`src/rtl/quadrature_decoder.sv`:
```
// Quadrature decoder: synchronises the asynchronous A/B phases and turns every legal
// edge into an up/down step. It keeps a wrapping signed position, a sticky error flag
// for illegal transitions, and a saturating step-to-step interval measurement.
module quadrature_decoder #(
   parameter int unsigned COUNT_WIDTH  = 16,
   parameter int unsigned SYNC_STAGES  = 2,
   parameter int unsigned PERIOD_WIDTH = 16
) (
   input  logic                          clock_in,
   input  logic                          reset_n,
   input  logic                          quad_a,
   input  logic                          quad_b,
   input  logic                          clear,
   output logic signed [COUNT_WIDTH-1:0] position,
   output logic                          direction,
   output logic                          step,
   output logic                          error,
   output logic [PERIOD_WIDTH-1:0]       period,
   output logic                          period_valid,
   output logic                          stalled
);

   typedef enum logic {StPrime, StRun} state_e;

   localparam logic [2:0]              PrimeLast = 3'(SYNC_STAGES);
   localparam logic [COUNT_WIDTH-1:0]  PosOne    = COUNT_WIDTH'(1);
   localparam logic [PERIOD_WIDTH-1:0] CntOne    = PERIOD_WIDTH'(1);

   state_e                   state_q, state_d;
   logic [2:0]               prime_cnt_q, prime_cnt_d;
   logic [SYNC_STAGES-1:0]   sync_a_q, sync_a_d;
   logic [SYNC_STAGES-1:0]   sync_b_q, sync_b_d;
   logic [1:0]               prev_ab_q, prev_ab_d;
   logic [COUNT_WIDTH-1:0]   position_q, position_d;
   logic                     direction_q, direction_d;
   logic                     step_q, step_d;
   logic                     error_q, error_d;
   logic [PERIOD_WIDTH-1:0]  period_q, period_d;
   logic                     period_valid_q, period_valid_d;
   logic                     stalled_q, stalled_d;
   logic [PERIOD_WIDTH-1:0]  cnt_q, cnt_d;
   logic                     armed_q, armed_d;

   logic [1:0] cur_ab;
   logic [1:0] fwd_next;
   logic [PERIOD_WIDTH-1:0] cnt_inc;

   // Synchroniser shift, decode, position/interval update and clear priority.
   always_comb begin
      sync_a_d       = {sync_a_q[SYNC_STAGES-2:0], quad_a};
      sync_b_d       = {sync_b_q[SYNC_STAGES-2:0], quad_b};
      cur_ab         = {sync_a_q[SYNC_STAGES-1], sync_b_q[SYNC_STAGES-1]};
      // Forward Gray order 00 -> 10 -> 11 -> 01 -> 00.
      fwd_next       = {~prev_ab_q[0], prev_ab_q[1]};
      cnt_inc        = (cnt_q == '1) ? cnt_q : cnt_q + CntOne;

      state_d        = state_q;
      prime_cnt_d    = prime_cnt_q;
      prev_ab_d      = cur_ab;
      position_d     = position_q;
      direction_d    = direction_q;
      step_d         = 1'b0;
      error_d        = error_q;
      period_d       = period_q;
      period_valid_d = 1'b0;
      cnt_d          = cnt_q;
      armed_d        = armed_q;

      unique case (state_q)
         StPrime: begin
            // Let the synchronisers fill before any decode.
            if (prime_cnt_q == PrimeLast) begin
               state_d = StRun;
            end else begin
               prime_cnt_d = prime_cnt_q + 3'd1;
            end
         end
         StRun: begin
            cnt_d = cnt_inc;
            if (cur_ab != prev_ab_q) begin
               if (cur_ab == ~prev_ab_q) begin
                  error_d = 1'b1;
               end else begin
                  step_d         = 1'b1;
                  direction_d    = (cur_ab == fwd_next);
                  position_d     = (cur_ab == fwd_next) ? position_q + PosOne
                                                        : position_q - PosOne;
                  period_d       = cnt_inc;
                  period_valid_d = armed_q;
                  armed_d        = 1'b1;
                  cnt_d          = '0;
               end
            end
         end
         default: state_d = StPrime;
      endcase

      stalled_d = (cnt_d == '1);

      // Clear overrides any simultaneous step/error; step itself still pulses.
      if (clear) begin
         position_d     = '0;
         error_d        = 1'b0;
         direction_d    = 1'b0;
         period_d       = '0;
         period_valid_d = 1'b0;
         cnt_d          = '0;
         armed_d        = 1'b0;
         stalled_d      = 1'b0;
      end
   end

   // All state registers, asynchronously reset to the idle/prime condition.
   always_ff @(posedge clock_in or negedge reset_n) begin
      if (!reset_n) begin
         state_q        <= StPrime;
         prime_cnt_q    <= '0;
         sync_a_q       <= '0;
         sync_b_q       <= '0;
         prev_ab_q      <= '0;
         position_q     <= '0;
         direction_q    <= 1'b0;
         step_q         <= 1'b0;
         error_q        <= 1'b0;
         period_q       <= '0;
         period_valid_q <= 1'b0;
         stalled_q      <= 1'b0;
         cnt_q          <= '0;
         armed_q        <= 1'b0;
      end else begin
         state_q        <= state_d;
         prime_cnt_q    <= prime_cnt_d;
         sync_a_q       <= sync_a_d;
         sync_b_q       <= sync_b_d;
         prev_ab_q      <= prev_ab_d;
         position_q     <= position_d;
         direction_q    <= direction_d;
         step_q         <= step_d;
         error_q        <= error_d;
         period_q       <= period_d;
         period_valid_q <= period_valid_d;
         stalled_q      <= stalled_d;
         cnt_q          <= cnt_d;
         armed_q        <= armed_d;
      end
   end

   assign position     = position_q;
   assign direction    = direction_q;
   assign step         = step_q;
   assign error        = error_q;
   assign period       = period_q;
   assign period_valid = period_valid_q;
   assign stalled      = stalled_q;

endmodule

```
`config.mk`:
```
export PLATFORM = sky130hd
export DESIGN_NAME = quadrature_decoder
export DESIGN_NICKNAME = d
export VERILOG_FILES = /design/src/rtl/quadrature_decoder.sv
export SDC_FILE = /design/constraint.sdc
export NUM_CORES = 1
export LEC_CHECK = 0
export ABC_AREA = 1
export ABC_CLOCK_PERIOD_IN_PS = 7150
export BUFFER_PORTS_ARGS = -buffer_cell sky130_fd_sc_hd__buf_2
export CORE_MARGIN = 2
export CORE_UTILIZATION = 40
export CTS_CLUSTER_SIZE = 14
export DETAILED_ROUTE_END_ITERATION = 7
export GPL_TIMING_DRIVEN = 0
export MAX_ROUTING_LAYER = met4
export SYNTH_ARGS = -nofsm -noshare
export SYNTH_HDL_FRONTEND = slang
export SYNTH_SLANG_ARGS = --single-unit
```
`constraint.sdc`:
```
create_clock -name clock_in -period 7.15 [get_ports clock_in]
set_input_delay 0.3575 -clock clock_in [delete_from_list [all_inputs] [get_ports clock_in]]
set_output_delay 0.3575 -clock clock_in [all_outputs]
set_load 0.02 [all_outputs]
```
; ---- Yosys cells after proc, flatten, opt, wreduce, memory -nomap -nowiden
; Index checks and enable logic that the tools add are counted.
[totals]
wordCells = 71
reg_bits = 64
[classes]
n_eq_ne = 7
bitwise_logic = 4
reduce_logical = 6
addsub = 4
mux = 36
[op_table]
columns = operator, n
row1 = 2-to-1 mux 16 bit, 14
row2 = "adder 16 x 1 -> 16 bit, second input constant", 2
row3 = "== test 16 bit, second input constant", 2
row4 = 2-to-1 mux 1 bit, 22
row5 = "subtractor 16 x 1 -> 16 bit, second input constant", 1
row6 = AND reduction 3 bit, 2
row7 = nonzero test 2 bit, 3
row8 = == test 2 bit, 2
row9 = "adder 3 x 1 -> 3 bit, second input constant", 1
row10 = "== test 3 x 2 -> 1 bit, second input constant", 1
row11 = inverter 1 bit, 3
row12 = inequality test 2 bit, 1
row13 = "inequality test 2 bit, second input constant", 1
row14 = inverter 2 bit, 1
row15 = AND reduction 2 bit, 1

; ---- Logic depth before layout (Yosys ltp)
; Gate-level depths: netlist of the first run.
[logic_depth]
depth_word = 7
ltp_mapped = 14

; ---- Worst setup path before layout of the first run
; OpenSTA, ideal clock, no wires.
[synth_timing]
kind = reg2reg
startpoint = register prev_ab_q[1]
endpoint = register position_q[15], in the netlist position[15]
slack_ns = 4.907
t_required_ns = 7.033
path_buffers = 0
stages_incl_launch_ff = 13
period_less_slack_ns = 2.243
t_arrival_ns = 2.126
path_cell_list = dfrtp_1 -> xnor2_1 -> nand2_1 -> ha_1 -> nand3_1 -> nand2_1 -> a21oi_1 -> o21ai_0 -> nand3_1 -> nand2_1 -> nand2_1 -> nand3_1 -> nand2_1
[synth_between]
elab_chain_cells = 6
elab_cells_between_ends = 12
[synth_rtl]
columns = element, line
row1 = "start, declared", 33  ; logic [1:0] prev_ab_q, prev_ab_d;
row2 = "start signal, assigned", 135  ; prev_ab_q <= prev_ab_d;
row3 = == test 2 bit, 86  ; position_d = (cur_ab == fwd_next) ? position_q + PosOne
row4 = 2-to-1 mux 16 bit, 86
row5 = 2-to-1 mux 16 bit, 81  ; if (cur_ab == ~prev_ab_q) begin
row6 = 2-to-1 mux 16 bit, 80  ; if (cur_ab != prev_ab_q) begin
row7 = 2-to-1 mux 16 bit, 69  ; unique case (state_q)
row8 = 2-to-1 mux 16 bit, 101  ; if (clear) begin
row9 = "end signal, assigned", 136  ; position_q <= position_d;
row10 = "end, declared", 34  ; logic [COUNT_WIDTH-1:0] position_q, position_d;
; Parallel ways exist; a longest one is shown, timed or not. The select of a mux whose other input is x is not followed.
; A chain may end at the register's enable or synchronous reset.

; ---- Worst setup path after layout of the first run
; Same ends and word-level chain as after synthesis.

==> flow_metrics.env, run 1 <==
export IMPL_r2r_slack_ns=4.37
export IMPL_netlist_area_leader_share_pct=42.0
export IMPL_design_area_um2=4450
export IMPL_layout_nets=567
export IMPL_drcViolationCount=0
export IMPL_fin_skew_ns=0.00895
export IMPL_wl_met3_um=510
export IMPL_required_ns=7.39
export IMPL_tns_ns=0
export IMPL_grt_pass1_vias=3394
export IMPL_antenna_found_initial=0
export IMPL_synthesis_area_um2=3820
export IMPL_yosysTopAreaCell="dfrtp_1"
export IMPL_timing_slew_headroom_pct=45.2
export IMPL_initial_core_util_pct=41.3
export IMPL_clockRootBuffer="clkbuf_8"
export IMPL_p_leak_uw=0.00231
export IMPL_dpl_hpwl_mm=7.15
export IMPL_tritoncts="done"
export IMPL_diodes=0
export IMPL_crit_path_max_fanout=17
export IMPL_mostFrequentLayoutCell="nand2_1"
export IMPL_r2r_start="prev_ab_q[1]"
export IMPL_clockBufferDepth=2
export IMPL_crit_path_end_kind="flop"
export IMPL_ys_types=37
export IMPL_grt_use_total_pct=20.9
export IMPL_arrival_ns=3.02
export IMPL_synth_edf_count=0
export IMPL_clock_sinks=64
export IMPL_insertion_delay_ns=0.35
export IMPL_synth_yosys_seq_area_share_pct=42.0
export IMPL_cts_hold_buf=0
export IMPL_postRouteAntennaNets=0
export IMPL_synthTopCellsByArea="dfrtp_1, nand2_1, ha_1, inv_1, a21oi_1"
export IMPL_grt_overflow_total=0
export IMPL_hold_viol=0
export IMPL_place_congestion=0.938
export IMPL_timing_final_crit_share_pct=38.9
export IMPL_cts_buffers_inserted=9
export IMPL_setup_viol_count_final=0
export IMPL_clock_fmax_mhz=360
export IMPL_holdCritPathClass="input pin to asynchronous set/reset pin"
export IMPL_status="complete, no violations"
export IMPL_layout_common_cells="nand2_1, dfrtp_1, inv_1"
export IMPL_ys_flop_type="dfrtp_1"
export IMPL_grt_pass1_wl_mm=16.2
export IMPL_drive_gt1_share_pct=14.4
export IMPL_nFillCells=915
export IMPL_first_pass_iters=4
export IMPL_critPathLaunch="prev_ab_q[1]"
export IMPL_ir_worst_vdd_mv=0.123
export IMPL_port_buffers=40
export IMPL_p_total_uw=1390
export IMPL_met2_length_mm=4.69
export IMPL_highest_layer="met4"
export IMPL_rows=35
export IMPL_yosysWarnings=0
export IMPL_placed_area_um2=4180
export IMPL_wl_met1_mm=4.26
export IMPL_post_route_min_period_ns=2.78
export IMPL_die_x_um=102
export IMPL_start_kind="flop"
export IMPL_area_growth_pct=16.6
export IMPL_worstSetupPathType="flop to flop"
export IMPL_rsz0062_at_grt="no"
export IMPL_place_inst=662
export IMPL_post_cts_repair_setup_buffers=0
export IMPL_htreeDepth=3
export IMPL_async_flop_share_pct=100
export IMPL_instances_no_fill=678
export IMPL_path_clk_slew_ns=0.07
export IMPL_grt_max_degree=65
export IMPL_die_area_um2=10300
export IMPL_avgSynthCellArea_um2=7.74
export IMPL_core_um2=9240
export IMPL_drv_slew=0
export IMPL_synth_nets=516
export IMPL_viasPerCell=5.12
export IMPL_wire_per_inst_um=14.3
export IMPL_tightest_slew_ns=0.822
export IMPL_ctsResizeCount=0
export IMPL_die_h_um=102
export IMPL_synth_cells=493
export IMPL_ys_ff_latch=64
export IMPL_wl_mm=9.73
export IMPL_p_per_area_nw_per_um2=312
export IMPL_drt_iter0_markers=243
export IMPL_vias=3470
export IMPL_drv_cap=0
export IMPL_io_pins=42
==> Yosys cell counts (2+ instances only) <==
library cell,n
a32o_1,3
ha_1,17
nand2_1,136
nor2_4,3
a21oi_1,35
a22o_1,9
nand2_2,9
buf_2,3
o21ai_0,35
inv_1,50
a21o_1,2
clkinv_1,2
nor2_1,43
nand4_1,6
dfrtp_1,64
o21bai_1,5
nand3_2,3
nor3_1,4
xor2_1,8
nand3_1,31
clkbuf_1,5
xnor2_1,5
==> flip-flops by register name (all words and copies together) (netlist names), 2 cells and up <==
register,count
cnt_q,16
period,16
position,16
prev_ab_q,2
prime_cnt_q,3
sync_a_q,2
sync_b_q,2
==> power breakdown <==
part           internal, uW  switching (uW)
registers               404            34.7
clock network           277             145
logic                   180             349
total                   861             529
==> worst paths after layout <==
check                               end  depth (start not counted)
min reg2reg                 sync_a_q[1]                          0
min                         position[5]                          1
max in group asynchronous     period[4]                          1
min in group clock_in       sync_b_q[0]                          1
max reg2reg                position[15]                         12
max                        position[15]                         12
==> critical path: stages, from the launching register on <==
cell and delay (ns):
dfrtp_1 0.42, xnor2_1 0.16, nand2_1 0.43, ha_1 0.57
nand3_1 0.10, nand2_1 0.11, a21oi_1 0.12, o21ai_0 0.32
nand3_1 0.19, nand2_1 0.09, nand2_1 0.05, nand3_1 0.06
nand2_1 0.05
==> routing by layer <==
| metal | global-route usage [%] | up-vias |
|---|---|---|
| met4 | 8.73 | 0 |
| met2 | 33.6 | 96 |
| li1 | - | 1724 |
| met3 | 4.55 | 23 |
| met1 | 25.5 | 1627 |
| met5 | - | - |
==> layout make-up <==
type                            count  area, um2  share of cell area (%)
Inverter                           53        201                    4.53
Clock buffer                       11        141                    3.18
Timing Repair Buffer               40        203                    4.56
Tap cell                          129        161                    3.63
Sequential cell                    64       1600                    36.0
Clock inverter                      5        128                    2.87
Buffer                             11       66.3                    1.49
Multi-Input combinational cell    365       1950                    43.8
==> through the flow <==
| stage | hold slack, ns | utilization, % | setup slack (ns) |
|---|---|---|---|
| finish | 0.103 | 48.2 | 4.37 |
| global route | 0.0931 | 48.2 | 3.99 |
| CTS | 0.0956 | 48.2 | 4.34 |
| detailed placement | 0.335 | 45.2 | 4.37 |
| global placement | 0.332 | 45.2 | 4.40 |
| floorplan | 0.0619 | - | 4.91 |
==> logic make-up (layout without fill, tap and decap cells) <==
| family | count (synthesis) | count (layout) | share of synthesized area (%) |
|---|---|---|---|
| compound gates | 94 | 94 | 14.3 |
| xor+xnor | 13 | 13 | 2.98 |
| buf+inv | 64 | 120 | 7.02 |
| fa+ha+maj | 18 | 18 | 6.10 |
| simple gates | 240 | 240 | 27.7 |
| flops | 64 | 64 | 42.0 |
Note: power is estimated with default switching activity, not from simulation.
==> run 2: changes to the inputs <==
- ABC_CLOCK_PERIOD_IN_PS: 7150 -> 2250
- clock period: 7.15 -> 2.25 ns (I/O delays scaled with it)
==> flow_metrics.env, run 2 (synthesis gave the netlist of run 1 again) <==
export IMPL_status="finished, violations left"
export IMPL_violations="negative setup slack"
export IMPL_htreeDepth=3
export IMPL_rows=35
export IMPL_dpl_worst_slack_ns=-0.528
export IMPL_setup_slack_ns=-0.0577
export IMPL_arrival_ns=2.54
export IMPL_ir_worst_vdd_mv=0.423
export IMPL_post_route_min_period_ns=2.31
export IMPL_layout_common_cells="nand2_1, dfrtp_1, inv_1"
export IMPL_grt_max_degree=65
export IMPL_worstSetupPathType="flop to flop"
export IMPL_grt_pass1_wl_mm=16.8
export IMPL_grt_pass1_vias=3484
export IMPL_holdCritPathClass="input pin to flop"
export IMPL_postRouteAntennaNets=0
export IMPL_antenna_found_initial=0
export IMPL_place_congestion=0.938
export IMPL_drv_slew=0
export IMPL_dpl_hpwl_mm=7.15
export IMPL_mostFrequentLayoutCell="nand2_1"
export IMPL_drt_iter0_markers=237
export IMPL_p_leak_uw=0.00251
export IMPL_p_per_area_nw_per_um2=1050
export IMPL_hold_worst_slack_ns=0.213
export IMPL_insertion_delay_ns=0.35
export IMPL_viasPerCell=5.20
export IMPL_fin_skew_ns=0.00840
export IMPL_area_growth_pct=32.7
export IMPL_wl_mm=10.9
export IMPL_p_total_uw=5340
export IMPL_io_pins=42
export IMPL_grt_overflow_total=0
export IMPL_cpMostUsedCell="nand2_1"
export IMPL_clock_sinks=64
export IMPL_timing_slew_headroom_pct=45.6
export IMPL_nFillCells=824
export IMPL_diodes=0
export IMPL_tns_ns=-0.0726
export IMPL_path_clk_slew_ns=0.07
export IMPL_wire_per_inst_um=15.5
export IMPL_max_stage_delay_ns=0.47
export IMPL_tritoncts="done"
export IMPL_port_buffers=40
export IMPL_drcViolationCount=0
export IMPL_crit_path_end_kind="flop"
export IMPL_clock_fmax_mhz=433
export IMPL_rsz0062_at_grt="yes"
export IMPL_r2r_start="sync_b_q[1]"
export IMPL_required_ns=2.49
export IMPL_setup_viol_count_final=2
export IMPL_die_x_um=102
export IMPL_hold_viol=0
export IMPL_crit_path_max_fanout=6
export IMPL_core_um2=9240
export IMPL_start_kind="flop"
export IMPL_drive_gt1_share_pct=29.4
export IMPL_cts_buffers_inserted=9
export IMPL_grt_use_total_pct=21.7
export IMPL_die_h_um=102
export IMPL_initial_core_util_pct=41.3
export IMPL_tightest_slew_ns=0.816
export IMPL_first_pass_iters=5
export IMPL_clockBufferDepth=2
export IMPL_drv_cap=0
export IMPL_vias=3660
export IMPL_cp_top_family="simple AND/OR/NAND/NOR gates"
export IMPL_slowest_stage="dfrtp_2"
export IMPL_timing_final_crit_share_pct=103
export IMPL_path_cells="xnor2_4 > nand2_4 > buf_4 > ha_4 > nand2_1 > o21ai_0 > nand2_1 > nor3b_2 > nand2_1 > nand2_1 > nand3_1 > nand2_1"
export IMPL_clockRootBuffer="clkbuf_8"
export IMPL_layout_nets=593
export IMPL_die_area_um2=10300
export IMPL_cp_buffers_inverters=1
export IMPL_critPathLaunch="sync_b_q[1]"
export IMPL_hp_start="clear"
[run 2: changes by cell type in the layout (fill, tap and decap cells not counted), moves of 9 or more]
| cell | before | now |
|---|---|---|
| ha_4 | 0 | 11 |
| buf_4 | 1 | 21 |
| ha_1 | 17 | 5 |
| a21oi_1 | 35 | 24 |
| o21ai_0 | 35 | 24 |
| nand2_1 | 136 | 124 |
| nand2_2 | 9 | 18 |
[run 2: timing repair]
| item | 4_1_cts | 5_1_grt |
|---|---|---|
| resized for setup | 15 | 83 |
| pin swaps | 1 | 24 |
| endpoints found under the hold margin | 66 | 0 |
| endpoints found under the setup margin | 12 | 31 |
| hold buffers | 3 | 0 |
| setup buffers | 6 | 16 |
| gates cloned | 0 | 1 |
[run 2: path summary, 6_finish.rpt]
| kind | slack (ns) | cells after the start | end |
|---|---|---|---|
| setup / recovery | -0.06 | 12 | position[15] |
| max in group asynchronous | 1.25 | 2 | cnt_q[0] |
| hold reg to reg | 0.34 | 0 | sync_a_q[1] |
| min in group asynchronous | 0.41 | 2 | position[5] |
| hold / removal | 0.21 | 2 | cnt_q[2] |
| setup reg to reg | -0.06 | 12 | position[15] |
[run 2: through the flow]
step | instance area (um2) | instances | util (%)
after floorplan | 3820 | 493 | -
after global placement | 4180 | 662 | 45.2
after detailed placement | 4180 | 662 | 45.2
after CTS | 4610 | 687 | 49.8
after global routing | 5060 | 704 | 54.8
final | 5060 | 704 | 54.8
[run 2: worst register-to-register path, delay by kind of cell (launching register included)]
family                     cells  cell delay (ns)
DFF                            1             0.47
AOI/OAI and AO/OA              1             0.21
buffers and inverters          1             0.19
and+or+nand+nor                8             0.77
adders and majority gates      1             0.30
xor gates and xnor gates       1             0.27
[run 2: metal layers]
| layer | vias to the layer above | routed length (um) | track usage, % |
|---|---|---|---|
| li1 | 1786 | - | - |
| met1 | 1728 | 4570 | 26.0 |
| met2 | 119 | 5480 | 35.6 |
| met3 | 27 | 613 | 5.11 |
| met4 | 0 | 270 | 8.21 |
| met5 | - | 0 | - |
[run 2: cell type report]
class / instances / area, um2 / area share, %
Multi-Input combinational cell: 366 / 2350 / 46.4
Sequential cell: 64 / 1610 / 31.7
Timing Repair Buffer: 65 / 405 / 8.00
Inverter: 53 / 201 / 3.98
Tap cell: 129 / 161 / 3.19
Clock buffer: 11 / 141 / 2.79
Clock inverter: 5 / 128 / 2.52
Buffer: 11 / 70.1 / 1.38
[run 2: power by group]
part           switching (uW)  total [uW]  internal, uW
sequential                158        1440          1280
clock                     465        1340           879
combinational            1500        2550          1050
